===== src/rtl/bio_debounce.sv =====
// bio_debounce: 2-flop synchronizers, tick-paced debounce and press/release event pulses
// for three active-low keys and 18 slide switches. Define BIO_DB_REPEAT_EN for key auto-repeat.
module bio_debounce #(
  parameter int TICK_DIV     = 50000,
  parameter int STABLE_TICKS = 8,
  parameter int REP_DELAY    = 500,
  parameter int REP_RATE     = 100
) (
  input  logic        clk,
  input  logic        rst,
  input  logic        key3_n,
  input  logic        key2_n,
  input  logic        key1_n,
  input  logic [17:0] sw,
  output logic        key3_db_n,
  output logic        key2_db_n,
  output logic        key1_db_n,
  output logic [17:0] sw_db,
  output logic [2:0]  key_press,
  output logic [2:0]  key_release,
  output logic        tick
);

  localparam int NUM_SW  = 18;
  localparam int NUM_KEY = 3;
  localparam int NUM_CH  = NUM_SW + NUM_KEY;
  localparam int TW      = $clog2(TICK_DIV);

  localparam logic [TW-1:0]     TCNT_LAST = TW'(TICK_DIV - 1);
  localparam logic [7:0]        CNT_LAST  = 8'(STABLE_TICKS - 1);
  // Keys idle released (high), switches idle off.
  localparam logic [NUM_CH-1:0] DB_RST    = {{NUM_KEY{1'b1}}, {NUM_SW{1'b0}}};

  generate
    if (TICK_DIV < 2) begin : g_bad_tick_div
      $error("bio_debounce: TICK_DIV must be at least 2");
    end
    if (STABLE_TICKS < 1 || STABLE_TICKS > 255) begin : g_bad_stable
      $error("bio_debounce: STABLE_TICKS must be in 1..255");
    end
    if (REP_RATE < 1 || REP_RATE > REP_DELAY || REP_DELAY > 2047) begin : g_bad_repeat
      $error("bio_debounce: need 1 <= REP_RATE <= REP_DELAY <= 2047");
    end
  endgenerate

  // ---------------------------------------------------------------------------
  // Synchronizers: channel order is sw[17:0], then key1, key2, key3.
  // ---------------------------------------------------------------------------
  logic [NUM_CH-1:0] w_raw;
  logic [NUM_CH-1:0] r_sync_p;
  logic [NUM_CH-1:0] r_sync_s;

  assign w_raw = {key3_n, key2_n, key1_n, sw};

  // NOTE: sequential state uses non-blocking assignments so every flop samples pre-edge values.
  // NOTE: the synchronizer flops carry no reset; they are pure delay and refill in two cycles.
  always_ff @(posedge clk) begin
    r_sync_p <= w_raw;
    r_sync_s <= r_sync_p;
  end

  // ---------------------------------------------------------------------------
  // Prescaler: tick is registered from the next count so it lines up with
  // the cycle in which the counter sits at its last value.
  // ---------------------------------------------------------------------------
  logic [TW-1:0] r_tcnt;
  logic [TW-1:0] w_tcnt_nxt;
  logic          r_tick;

  assign w_tcnt_nxt = (r_tcnt == TCNT_LAST) ? '0 : r_tcnt + TW'(1);

  always_ff @(posedge clk) begin
    if (rst) begin
      r_tcnt <= '0;
      r_tick <= 1'b0;
    end else begin
      r_tcnt <= w_tcnt_nxt;
      r_tick <= (w_tcnt_nxt == TCNT_LAST);
    end
  end

  // ---------------------------------------------------------------------------
  // Debounce: each channel counts ticks while its synced level differs from
  // the debounced level; any return to the debounced level restarts the count.
  // ---------------------------------------------------------------------------
  logic [NUM_CH-1:0]      r_db;
  logic [NUM_CH-1:0]      w_db_nxt;
  logic [NUM_CH-1:0][7:0] r_cnt;
  logic [NUM_CH-1:0][7:0] w_cnt_nxt;

  // NOTE: every always_comb output gets a default first, so no path can infer a latch.
  always_comb begin
    w_db_nxt  = r_db;
    w_cnt_nxt = r_cnt;
    for (int i = 0; i < NUM_CH; i++) begin
      if (r_sync_s[i] == r_db[i]) begin
        w_cnt_nxt[i] = '0;
      end else if (r_tick) begin
        if (r_cnt[i] == CNT_LAST) begin
          w_db_nxt[i]  = r_sync_s[i];
          w_cnt_nxt[i] = '0;
        end else begin
          w_cnt_nxt[i] = r_cnt[i] + 8'd1;
        end
      end
    end
  end

  always_ff @(posedge clk) begin
    if (rst) begin
      r_db  <= DB_RST;
      r_cnt <= '0;
    end else begin
      r_db  <= w_db_nxt;
      r_cnt <= w_cnt_nxt;
    end
  end

  // ---------------------------------------------------------------------------
  // Key events: edges of the debounced key levels, registered one cycle later.
  // The delayed copy resets to "released" so reset itself never looks like an edge.
  // ---------------------------------------------------------------------------
  logic [NUM_KEY-1:0] w_key_db;
  logic [NUM_KEY-1:0] r_key_db_d;
  logic [NUM_KEY-1:0] w_fall;
  logic [NUM_KEY-1:0] w_rise;
  logic [NUM_KEY-1:0] w_rep;
  logic [NUM_KEY-1:0] r_press;
  logic [NUM_KEY-1:0] r_release;

  assign w_key_db = r_db[NUM_CH-1:NUM_SW];
  assign w_fall   = r_key_db_d & ~w_key_db;
  assign w_rise   = ~r_key_db_d & w_key_db;

`ifdef BIO_DB_REPEAT_EN
  localparam logic [10:0] HOLD_FIRE   = 11'(REP_DELAY - 1);
  localparam logic [10:0] HOLD_RELOAD = 11'(REP_DELAY - REP_RATE);

  logic [NUM_KEY-1:0][10:0] r_hold;
  logic [NUM_KEY-1:0][10:0] w_hold_nxt;

  // Hold counter restarts on the press edge and advances per tick while held;
  // reloading below the fire point spaces later pulses REP_RATE ticks apart.
  always_comb begin
    w_hold_nxt = r_hold;
    w_rep      = '0;
    for (int k = 0; k < NUM_KEY; k++) begin
      if (w_fall[k]) begin
        w_hold_nxt[k] = '0;
      end else if (!w_key_db[k] && r_tick) begin
        if (r_hold[k] == HOLD_FIRE) begin
          w_rep[k]      = 1'b1;
          w_hold_nxt[k] = HOLD_RELOAD;
        end else begin
          w_hold_nxt[k] = r_hold[k] + 11'd1;
        end
      end
    end
  end

  always_ff @(posedge clk) begin
    if (rst) begin
      r_hold <= '0;
    end else begin
      r_hold <= w_hold_nxt;
    end
  end
`else
  assign w_rep = '0;
`endif

  always_ff @(posedge clk) begin
    if (rst) begin
      r_key_db_d <= '1;
      r_press    <= '0;
      r_release  <= '0;
    end else begin
      r_key_db_d <= w_key_db;
      r_press    <= w_fall | w_rep;
      r_release  <= w_rise;
    end
  end

  // ---------------------------------------------------------------------------
  // Outputs
  // ---------------------------------------------------------------------------
  assign sw_db       = r_db[NUM_SW-1:0];
  assign key1_db_n   = r_db[NUM_SW];
  assign key2_db_n   = r_db[NUM_SW+1];
  assign key3_db_n   = r_db[NUM_SW+2];
  assign key_press   = r_press;
  assign key_release = r_release;
  assign tick        = r_tick;

endmodule


===== config.mk =====
export PLATFORM = sky130hd
export DESIGN_NAME = bio_debounce
export DESIGN_NICKNAME = d
export VERILOG_FILES = /design/src/rtl/bio_debounce.sv
export SDC_FILE = /design/constraint.sdc
export NUM_CORES = 1
export LEC_CHECK = 0
export BUFFER_PORTS_ARGS = -buffer_cell sky130_fd_sc_hd__buf_4
export CAP_MARGIN = 0
export CORE_MARGIN = 2
export CORE_UTILIZATION = 45
export DETAILED_ROUTE_END_ITERATION = 12
export PLACE_DENSITY = 0.66
export SKIP_LAST_GASP = 1
export SYNTH_ARGS = -nofsm -noshare
export SYNTH_HDL_FRONTEND = slang
export SYNTH_SLANG_ARGS = --single-unit
export TNS_END_PERCENT = 50

===== constraint.sdc =====
create_clock -name clk -period 1.6 [get_ports clk]
set_input_delay 0.24 -clock clk [delete_from_list [all_inputs] [get_ports clk]]
set_output_delay 0.24 -clock clk [all_outputs]
set_load 0.03 [all_outputs]

After elaboration in Yosys (flattened, before gate mapping)
Cells that the tools add are included.

storage, ports and cells
  flip-flop bits (word level) = 257
  bits of input ports = 23
  output and inout port bits = 28

cells by class
  bitwise gates (word level) = 25
  multiplexer cells = 22
  equality and inequality tests = 44
  reductions and logical operators = 42
  $add $sub $neg = 22

operators by type and width
  operator                 number
  $add A8 B1 Y8 const B    21
  $eq A8 B3 Y1 const B     21
  $mux W8                  21
  $reduce_and A3 Y1        21
  $reduce_or A2 Y1         21
  $eq A16 B16 Y1 const B   2
  $eq A1 B1 Y1             21
  $not A1 Y1               21
  $add A16 B1 Y16 const B  1
  $mux W16                 1
  $and A3 B3 Y3            2
  $not A3 Y3               2

Logic depth before layout (Yosys ltp)
Gate-level depths: netlist of the first run.

  depth in word-level cells = 3
  gate-level depth with buffers = 7
  mapped depth without buffers = 6

Least setup slack after synthesis of the first run
No wires, ideal clock.

  path kind = register to register
  start point = register r_tcnt[0]
  end point = register r_tick, in the netlist tick
  data arrival time = 1.557 ns
  path buffers = 1
  cell stages (with the launch flop) = 8
  clock period less this slack = 1.645 ns
  setup time = 0.088 ns
  slack = -0.045 ns
  path through = dfxtp_1 > ha_1 > and3_1 > buf_4 > o21ai_0 > nand3_1 > a22o_1 > nor4_2

between the ends
  longest elaborated chain between the ends = 3

ends and longest elaborated chain
  element                                            RTL line  source
  start, declared                                    66        logic [TW-1:0] r_tcnt;
  start signal, assigned                             77        r_tcnt <= w_tcnt_nxt;
  $add A16 B1 Y16 or $eq A16 B16 Y1 (tied branches)  70        assign w_tcnt_nxt = (r_tcnt == TCNT_LAST) ? '0 : r_tcnt + TW'(1);
  $mux W16 *                                         70
  $eq A16 B16 Y1 *                                   78        r_tick <= (w_tcnt_nxt == TCNT_LAST);
  end signal, assigned                               78
  end, declared                                      68        logic r_tick;

Mark *: on every way between the ends. The rest lies on a longest branch, timed or not.
A chain may end at the register's enable or synchronous reset.

Worst setup path after layout of the first run
  start point = register r_tcnt[1]
  end point = register r_tick, in the netlist tick

Same word-level chain as after synthesis.

==> results of run 1 <==
[cells in the mapped netlist (all sizes together)]
| cell type | number | area share |
|---|---|---|
| nor4b | 1 | 0.00086 |
| nor2b | 3 | 0.0018 |
| o21ai | 2 | 0.00098 |
| inv | 5 | 0.0018 |
| a32oi | 1 | 0.00086 |
| a41o | 1 | 0.00098 |
| and4b | 1 | 0.00098 |
| nor2 | 273 | 0.10 |
| o311a | 1 | 0.00098 |
| xnor2 | 71 | 0.061 |
| nor3b | 3 | 0.0022 |
| nor4 | 1 | 0.0012 |
| mux2i | 40 | 0.039 |
| clkbuf | 5 | 0.0018 |
| nand4 | 47 | 0.029 |
| nand2b | 21 | 0.013 |
| a211o | 3 | 0.0026 |
| or2 | 24 | 0.015 |
| nand2 | 69 | 0.025 |
| nor3 | 24 | 0.013 |
| and3 | 3 | 0.0020 |
| dfxtp | 257 | 0.51 |
| and2 | 3 | 0.0022 |
| nand3 | 47 | 0.023 |
| o2111ai | 1 | 0.00086 |
| ha | 22 | 0.027 |
| buf | 18 | 0.0091 |
| xor2 | 113 | 0.097 |
| and4 | 2 | 0.0020 |
| a22o | 1 | 0.00086 |
| or4 | 21 | 0.016 |
[sequential cells by signal, summed over array words and instances (netlist names)]
register     count
r_sync_s        21
r_key_db_d       3
r_sync_p        21
key_release      3
r_cnt          168
r_db            21
key_press        3
r_tcnt          16
tick             1
[repair_timing]
action | 4_1_cts | 5_1_grt
resized for setup | 3 | 19
hold endpoints to repair | 21 | 0
hold buffers | 21 | 0
pin swaps | 0 | 4
setup endpoints to repair | 2 | 97
buffers inserted | 2 | 9
cloned | 1 | 1
[worst max-delay path: stages (launching register included)]
cell and delay, ns:
dfxtp_1 0.37, ha_2 0.19, and3_4 0.23, and2_4 0.16
a32oi_1 0.09, a22o_1 0.24, nor4_2 0.22
[area by class of cell]
type                            instances  area share
Clock buffer                           39     0.06224
Multi-Input combinational cell        799      0.3894
Tap cell                              280     0.02757
Sequential cell                       257      0.4053
Clock inverter                         10     0.01024
Inverter                                5    0.001477
Timing Repair Buffer                  156      0.1038
[through the flow]
stage,util,cells
2_1_floorplan,-,1084
3_3_place_gp,0.5168,1465
3_5_place_dp,0.5168,1465
4_1_cts,0.5704,1537
5_1_grt,0.5769,1546
6_report,0.5769,1546
[cell usage in the layout (no fill, tap or decap), types with 5 or more instances in the layout]
cell	instances
or2_1	17
mux2i_1	40
dfxtp_1	255
dlygate4sd3_1	21
clkbuf_8	7
inv_1	5
or4_1	21
clkinv_2	5
nand3_1	47
ha_1	21
buf_12	5
clkbuf_1	5
nand4_1	47
nor3_2	10
buf_4	126
nand2b_1	21
nor2_1	273
nand2_1	69
xnor2_1	71
clkbuf_16	28
nor3_1	14
xor2_1	113
[routing by layer]
metal  up-vias  global-route usage
met5         -                   0
met4         0             0.03660
met1      3345              0.1893
li1       3913                   -
met3        26             0.02830
met2        68              0.2556
[logic make-up after synthesis]
| group | after synthesis | share of synthesized area |
|---|---|---|
| fa+ha+maj | 22 | 0.02707 |
| simple gates | 543 | 0.2481 |
| compound gates | 10 | 0.008123 |
| buf+inv | 28 | 0.01280 |
| mux | 40 | 0.03938 |
| xor+xnor | 184 | 0.1585 |
| flops | 257 | 0.5060 |
[report_power, final]
| group | leakage, nW | switching, W | internal (W) |
|---|---|---|---|
| clock | 0.451 | 0.00244 | 0.00390 |
| sequential | 2.09 | 0.0000307 | 0.00646 |
| combinational | 2.27 | 0.000130 | 0.000145 |
| total | 4.81 | 0.00260 | 0.0105 |
[worst max-delay path by stage]
stage	slack, ns	depth (start not counted)	startpoint	end
final	0.004	6	r_tcnt[1]	tick
after global routing	-0.09	5	r_tcnt[2]	tick
after detailed placement	-0.07	6	r_tcnt[1]	tick
after CTS	-0.03	3	tick	tick
after floorplan	0.00004	5	tick	r_cnt[145]
after global placement	-0.04	6	r_tcnt[1]	tick
==> metrics.yaml, run 1 <==
timing:
  fin_crit_sh: 0.9974
  setup_viol: 0
  holdWs_ns: 0.2001
  fin_crit_ns: 1.596
  fin_setup_tns_ns: 0
  rsz0062_at_grt: "true"
  skew_ns: 0.008403
  worst_pin_slew_ns: 0.5886
  drv_slew: 0
  fmax_mhz: 626.6
  fin_ws_ns: 0.004211
  relSlewSlack: 0.6076
  hold_violations: 0
yosys:
  ys_seq_area_frac: 0.5060
  syn_avg_cell_area_sq_um: 9.379
  synth-seq-cells: 257
  syn_inst: 1084
  syn-num-nets: 1129
  yosysWarnings: 0
  yosysUniqueCellTypes: 39
  synth_area_sq_um: 10170
placement:
  place_congestion: 0.8278
  numPortBuffers: 50
  dpl-instance-area_sq_um: 11380
  pre_cts_ws_ns: -0.06947
  hpwl_mm: 11.39
clocking:
  ctsLongestPathBuffers: 3
  cts_root_buffer: "clkbuf_16"
  cts_tree: "done"
  clk_pin_slew_worst_paths_ns: 0.06
  insertion_delay_ns: 0.52
  clock-sinks: 257
  htreeDepth: 1
  numCtsBuffers: 27
route:
  antenna_left: 0
  vias: 7352
  wl_met1_mm: 8.485
  first_pass_iters: 6
  drc: 0
  met2_length_mm: 8.182
  wl_per_cell_um: 11.37
  wl_mm: 17.58
  top_layer: "met4"
  drtIter0Drc: 235
  met3_length_um: 545
  via_per_inst: 4.755
power_and_ir_drop:
  power.leakage_nw: 4.810
  p_total_w: 0.01311
  power_density_nw_per_um2: 1032
  peakVddDrop_uv: 788.0
global_routing:
  antenna_found_initial: 0
  grt_start_max_net_pins: 50
  grt_pass1_vias: 6973
  grt_pass1_wl_mm: 30.46
  globalRouteOverflowTotal: 0
  grt.total_usage: 0.1471
finish:
  drive_above_1_share: 0.1627
  final_cell_area_sq_um: 12710
  ff_latch_area_sq_um: 5150
  nets: 1291
  fillCellCount: 1945
  multi_input_area_sq_um: 4947
  diodes: 0
  area_delta_synth_final_pct: 24.97
hold_path:
  worstHoldPathType: "in -> reg"
  hold_depth: 2
  min_to: "r_db[5]"
  hold_start: "rst"
floorplan:
  initial_utilization: 0.4616
  die_y_um: 154.3
  die_area_sq_um: 23810
  design.core.area_sq_um: 22030
  die_w_um: 154.3
  ios: 51
  num_rows: 54
run:
  cap_violations: 0
worst_setup_path:
  start_kind: "register"
  timing.rr.end: "tick"
  endpoint_kind: "register"
  ff2ff_setup_slack_ns: 0.004
  reg2reg_from: "r_tcnt[1]"
  worst_r2r_path_depth: 6
  cp.arrival_ns: 2.02
  path_class: "reg -> reg"
  crit_required_ns: 2.03
  crit_fanout: 7
status:
  outcome: "complete, no violations"
No activity file was read; power rests on OpenSTA's default activity.
==> run 2, diff against run 1 <==
--- a/config.mk
+++ b/config.mk
@@ -5,6 +5,7 @@
 export SDC_FILE = /design/constraint.sdc
 export NUM_CORES = 1
 export LEC_CHECK = 0
+export ABC_AREA = 1
 export BUFFER_PORTS_ARGS = -buffer_cell sky130_fd_sc_hd__buf_4
 export CAP_MARGIN = 0
 export CORE_MARGIN = 2
==> run 2 against run 1 <==
Compared with the run above:
- highest routed layer unchanged
- synthesized cell count rose by 32%
- cell count rose by 21%
- wire length rose by 15%
- core utilization fell by 2.4 points
- critical endpoint is now tick
- cell area rose by 2.1%
- fmax rose by 3.1%
- clock-buffer cell count rose by 5
==> metrics.yaml, run 2 <==
power_and_ir_drop:
  peakVddDrop_uv: 764.9  # -2.9%
  power.leakage_nw: 4.988  # +3.7%
  power_density_nw_per_um2: 1007  # -2.4%
  p_total_w: 0.01306  # -0.36%
route:
  wl_mm: 20.27  # +15%
  drc: 0  # unchanged
  via_per_inst: 4.774  # +0.38%
  first_pass_iters: 5  # -1
  vias: 8965  # +22%
  wl_per_cell_um: 10.80  # -5.1%
  drtIter0Drc: 458  # +95%
  antenna_left: 0  # unchanged
floorplan:
  die_area_sq_um: 25230  # +5.9%
  initial_utilization: 0.4596  # -0.002005
  die_w_um: 158.8  # +2.9%
  num_rows: 56  # +3.7%
  die_y_um: 158.8  # +2.9%
  ios: 51  # unchanged
  design.core.area_sq_um: 23470  # +6.6%
clocking:
  insertion_delay_ns: 0.54  # +0.02 ns
  clk_pin_slew_worst_paths_ns: 0.06  # about the same
  htreeDepth: 1  # unchanged
  clock-sinks: 257  # unchanged
  ctsLongestPathBuffers: 3  # unchanged
  cts_tree: "done"
  cts_root_buffer: "clkbuf_16"
  numCtsBuffers: 28  # +3.7%
global_routing:
  grt.total_usage: 0.1562  # +0.009098
  grt_pass1_wl_mm: 34.74  # +14%
  globalRouteOverflowTotal: 0  # unchanged
  grt_pass1_vias: 7989  # +15%
  antenna_found_initial: 0  # unchanged
  grt_start_max_net_pins: 34  # -32%
finish:
  layout_common_cells: "288 x nand2_1, 253 x dfxtp_1, 189 x nor2_1, 171 x inv_1, 118 x a21oi_1"
  fin_cells: 1878  # +21%
  diodes: 0  # unchanged
  final_common_cell: "nand2_1"
  max_flop_register: "r_cnt"
  largest_reg_flops: 168  # unchanged
  fin_util: 0.5527  # -0.02414
  nets: 1584  # +23%
  drive_above_1_share: 0.1302  # -0.03251
  area_delta_synth_final_pct: 20.26
  final_cell_area_sq_um: 12970  # +2.1%
yosys:
  synth_common_cells: "292 x nand2_1, 257 x dfxtp_1, 195 x nor2_1"
  yosysWarnings: 0  # unchanged
  synth_largest_area_cell: "dfxtp_1"
  syn_avg_cell_area_sq_um: 7.523  # -20%
  ys.flop_type: "dfxtp_1"
  yosysUniqueCellTypes: 33  # -15%
  synth_area_sq_um: 10790  # +6.1%
  async_reset_ff_frac: 0  # unchanged
  syn_inst: 1434  # +32%
  synth_area_leaders: "dfxtp_1 48%, nand2_1 10%, nor2_1 6.8%"
  synth-seq-cells: 257  # unchanged
  yosysMostFrequentCell: "nand2_1"
  ys_seq_area_frac: 0.4769  # -0.02911
  synth_top_area_frac: 0.4769  # -0.02911
  synth-edff-count: 0  # unchanged
  syn-num-nets: 1479  # +31%
timing:
  fmax_mhz: 646.3  # +3.1%
  holdWs_ns: 0.05876  # -0.1414 ns
  hold_violations: 0  # unchanged
  fin_crit_ns: 1.547  # -0.04857 ns
  worst_pin_slew_ns: 0.3900  # -0.1986 ns
  setup_viol: 0  # unchanged
  skew_ns: 0.007286  # -0.001117 ns
  fin_crit_sh: 0.9670  # -0.03036
  relSlewSlack: 0.7373  # +0.1297
  rsz0062_at_grt: "true"
  drv_slew: 0  # unchanged
placement:
  dpl-instance-area_sq_um: 11640  # +2.3%
  hpwl_mm: 13.90  # +22%
  numPortBuffers: 50  # unchanged
  place_congestion: 0.8617  # +4.1%
  placed_cells: 1797  # +23%
worst_setup_path:
  path_class: "reg -> out"
  crit_fanout: 13  # +6
  cp.arrival_ns: 1.31  # -0.71 ns
  crit_required_ns: 1.36  # -0.67 ns
  endpoint_kind: "output pin"
  start_kind: "register"
run:
  cap_violations: 0  # unchanged
status:
  outcome: "complete, no violations"
hold_path:
  worstHoldPathType: "in -> reg"
==> run 2: cell types whose count changed after synthesis, moves of 78 or more <==
cell,before,now
nand2_1,69,292
nor2_1,273,195
xor2_1,113,7
nor3_1,21,102
a21oi_1,0,118
inv_1,5,172
==> run 2: kinds of logic (layout without fill, tap and decap cells) <==
| logic type | count (synthesis) | after routing | share of synthesized area |
|---|---|---|---|
| xor gates and xnor gates | 7 | 7 | 0.005683 |
| buffers and inverters | 203 | 328 | 0.07574 |
| AOI/OAI and AO/OA | 190 | 190 | 0.09255 |
| DFF | 257 | 257 | 0.4769 |
| and+or+nand+nor | 755 | 755 | 0.3236 |
| adders and majority gates | 22 | 22 | 0.02552 |
==> run 2: stage by stage <==
step / setup TNS, ns / setup slack [ns]
floorplan: 0 / 0.03430
global placement: 0 / 0.1050
detailed placement: 0 / 0.08245
CTS: 0 / 0.002035
global route: -0.1100 / -0.03668
finish: 0 / 0.05278
==> run 2: layout make-up <==
type | count | area (sq um)
flip-flops and latches | 257 | 5152
inverters | 180 | 675.6
fillers | 2160 | 10500
clock buffers | 44 | 850.8
repair buffers | 98 | 932.1
multi-input cells | 974 | 4895
clock inverters | 6 | 68.82
well taps | 319 | 399.1
==> run 2: critical path, stage by stage, from the launching register on <==
cell and delay, ns:
dfxtp_4 0.43, buf_12 0.16, buf_4 0.17
==> run 2: timing repair <==
action                                 4_1_cts  5_1_grt
pin swaps                                    0        5
hold buffers                                21        0
setup endpoints to repair                    1       17
gates cloned                                 0        3
resized for setup                            0       25
setup buffers                                1        6
endpoints found under the hold margin       21        0
==> run 2: path summary, 6_finish.rpt <==
kind              cells past startpoint   startpoint  slack [ns]          end
hold / removal                        3          rst        0.06      r_db[5]
setup reg to reg                      9         tick        0.10    r_cnt[95]
hold reg to reg                       0  r_sync_p[7]        0.32  r_sync_s[7]
setup / recovery                      2         tick        0.05         tick
==> run 2: layer usage <==
metal	GRT usage	part of all wire
met2	0.2606	0.45
met4	0.04254	0.022
met5	0	0
met1	0.2106	0.50
met3	0.02429	0.032
==> run 2: power breakdown <==
group,internal (W),total (W),switching (W)
registers,0.00646,0.00650,0.0000372
logic,0.000136,0.000300,0.000163
clock network,0.00379,0.00626,0.00247
==> run 3, diff against run 2 <==
--- a/config.mk
+++ b/config.mk
@@ -10,8 +10,10 @@
 export CAP_MARGIN = 0
 export CORE_MARGIN = 2
 export CORE_UTILIZATION = 45
+export CTS_BUF_LIST = sky130_fd_sc_hd__clkbuf_8
 export DETAILED_ROUTE_END_ITERATION = 12
 export PLACE_DENSITY = 0.66
+export REMOVE_ABC_BUFFERS = 1
 export SKIP_LAST_GASP = 1
 export SYNTH_ARGS = -nofsm -noshare
 export SYNTH_HDL_FRONTEND = slang
==> constraint.sdc (replaced) <==
create_clock -name clk -period 1.6 [get_ports clk]
set_input_delay 0.16 -clock clk [delete_from_list [all_inputs] [get_ports clk]]
set_output_delay 0.16 -clock clk [all_outputs]
set_load 0.03 [all_outputs]
==> run 3 against run 2 <==
Compared with the run above:
- combinational power grew 3%
- via count grew 2.8%
- non-clock buffer count shrank 2
- global-route usage grew 0.79 points
- register-to-register slack is essentially flat
- die area is the same
- flip-flop and latch count is the same
- cell area is essentially flat
==> metrics.yaml, run 3 (synthesis results as in run 2) <==
status:
  outcome: "complete, no violations"
finish:
  multi_input_area_sq_um: 4878  # -0.33%
  nets: 1597  # +0.82%
  ff_latch_area_sq_um: 5151  # about the same
  fillCellCount: 2181  # +0.97%
  area_delta_synth_final_pct: 20.22  # about the same
  layout_common_cells: "292 x nand2_1, 254 x dfxtp_1, 190 x nor2_1, 182 x inv_1, 118 x a21oi_1"
  largest_reg_flops: 168  # unchanged
  fin_util: 0.5525  # about the same
  diodes: 0  # unchanged
  final_common_cell: "nand2_1"
  max_flop_register: "r_cnt"
  drive_above_1_share: 0.1393  # +0.009133
  final_cell_area_sq_um: 12970  # about the same
  fin_cells: 1905  # +1.4%
floorplan:
  num_rows: 56  # unchanged
  ios: 51  # unchanged
  die_w_um: 158.8  # unchanged
  initial_utilization: 0.4596  # unchanged
  die_y_um: 158.8  # unchanged
  die_area_sq_um: 25230  # unchanged
  design.core.area_sq_um: 23470  # unchanged
run:
  cap_violations: 0  # unchanged
route:
  first_pass_iters: 5  # unchanged
  top_layer: "met4"
  wl_met1_mm: 10.17  # +0.57%
  vias: 9214  # +2.8%
  met2_length_mm: 9.720  # +7.3%
  wl_per_cell_um: 11.19  # +3.7%
  drtIter0Drc: 465  # +1.5%
  met3_length_mm: 1.030  # +57%
  via_per_inst: 4.837  # +1.3%
  wl_mm: 21.32  # +5.1%
  drc: 0  # unchanged
  antenna_left: 0  # unchanged
worst_setup_path:
  start_kind: "register"
  path_class: "reg -> reg"
  crit_fanout: 3  # -10
  ff2ff_setup_slack_ns: 0.10  # about the same
  crit_required_ns: 2.03  # +0.67 ns
  cp.arrival_ns: 1.93  # +0.62 ns
  reg2reg_from: "r_cnt[136]"
  timing.rr.end: "r_cnt[139]"
  endpoint_kind: "register"
  worst_r2r_path_depth: 8  # -1
clocking:
  clock-sinks: 257  # unchanged
  clk_pin_slew_worst_paths_ns: 0.06  # about the same
  numCtsBuffers: 43  # +54%
  htreeDepth: 2  # +1
  cts_root_buffer: "clkbuf_8"
  cts_tree: "done"
  insertion_delay_ns: 0.55  # about the same
  ctsLongestPathBuffers: 3  # unchanged
timing:
  relSlewSlack: 0.7265  # -0.01073
  fin_crit_sh: 0.9367  # -0.03026
  rsz0062_at_grt: "true"
  worst_pin_slew_ns: 0.4068  # +0.01683 ns
  setup_viol: 0  # unchanged
  fmax_mhz: 667.2  # +3.2%
  drv_slew: 0  # unchanged
  fin_crit_ns: 1.499  # -0.04842 ns
  skew_ns: 0.01837  # +0.01108 ns
  hold_violations: 0  # unchanged
hold_path:
  hold_depth: 2  # -1
  min_to: "r_sync_p[13]"
  worstHoldPathType: "in -> reg"
  hold_start: "sw[13]"
global_routing:
  grt_pass1_wl_mm: 35.97  # +3.5%
  globalRouteOverflowTotal: 0  # unchanged
  grt_start_max_net_pins: 35  # +2.9%
  grt.total_usage: 0.1642  # +0.007911
  antenna_found_initial: 0  # unchanged
  grt_pass1_vias: 8475  # +6.1%
power_and_ir_drop:
  power_density_nw_per_um2: 1009  # +0.29%
  power.leakage_nw: 5.037  # +0.97%
  p_total_w: 0.01309  # +0.25%
  peakVddDrop_uv: 741.8  # -3.0%
placement:
  hpwl_mm: 14.37  # +3.4%
  placed_cells: 1799  # +0.11%
  numPortBuffers: 50  # unchanged
  dpl-instance-area_sq_um: 11630  # about the same
  place_congestion: 0.8403  # -2.5%
run 3: cell count changes in the layout (fill, tap and decap cells not counted), moves of 3 or more:
cell / before / now
nand2_2: 11 / 7
clkinv_2: 3 / 6
clkbuf_1: 7 / 0
nand2_1: 288 / 292
inv_1: 171 / 182
clkbuf_8: 9 / 57
clkbuf_16: 31 / 3
run 3: power by group:
group | leakage (nW) | switching, W | internal, W
Sequential | 2.09 | 0.0000358 | 0.00646
Clock | 0.539 | 0.00260 | 0.00368
Combinational | 2.41 | 0.000172 | 0.000139
run 3: critical path: stages (launching register included):
cell and delay, ns:
dfxtp_1 0.37, ha_1 0.19, nand2_1 0.08, nor3_1 0.14, nand4_1 0.14, nor2_1 0.21
nor2_1 0.10, o21ai_0 0.09, a21oi_1 0.06
run 3: how the worst max path moves through the flow:
stage	start	endpoint	slack, ns	depth (start not counted)
6_report	r_cnt[136]	r_cnt[139]	0.10	8
5_1_grt	r_tcnt[5]	tick	-0.03	8
4_1_cts	r_tcnt[1]	tick	0.01	9
3_5_place_dp	r_tcnt[1]	tick	0.03	9
3_3_place_gp	r_tcnt[1]	tick	0.09	9
2_1_floorplan	tick	r_cnt[22]	-2.34	6
run 3: cell type report:
class	instances	area share
inverters	180	0.05210
clock inverters	22	0.01370
multi-input cells	974	0.3762
flip-flops and latches	257	0.3972
clock buffers	57	0.06049
well taps	319	0.03078
repair buffers	96	0.06956
run 3: routing by layer:
metal  track usage  vias to the layer above
li1              -                     4909
met1        0.2056                     4134
met2        0.2785                      139
met3       0.03788                       32
met4       0.05505                        0
met5             0                        -
run 3: what timing repair did:
action | 4_1_cts | 5_1_grt
hold endpoints to repair | 27 | 0
hold buffers | 22 | 0
resized for setup | 0 | 18
endpoints found under the setup margin | 0 | 16
setup buffers | 0 | 2
run 3: through the flow:
stage                      TNS, ns  hold WS (ns)  setup slack [ns]
after floorplan            -311.64        0.1877            -2.337
after global placement           0        0.2644           0.09290
after global routing      -0.08678        0.2203          -0.02840
after detailed placement         0        0.2656           0.03330
after CTS                        0        0.2030           0.01210
final                            0        0.2556            0.1012
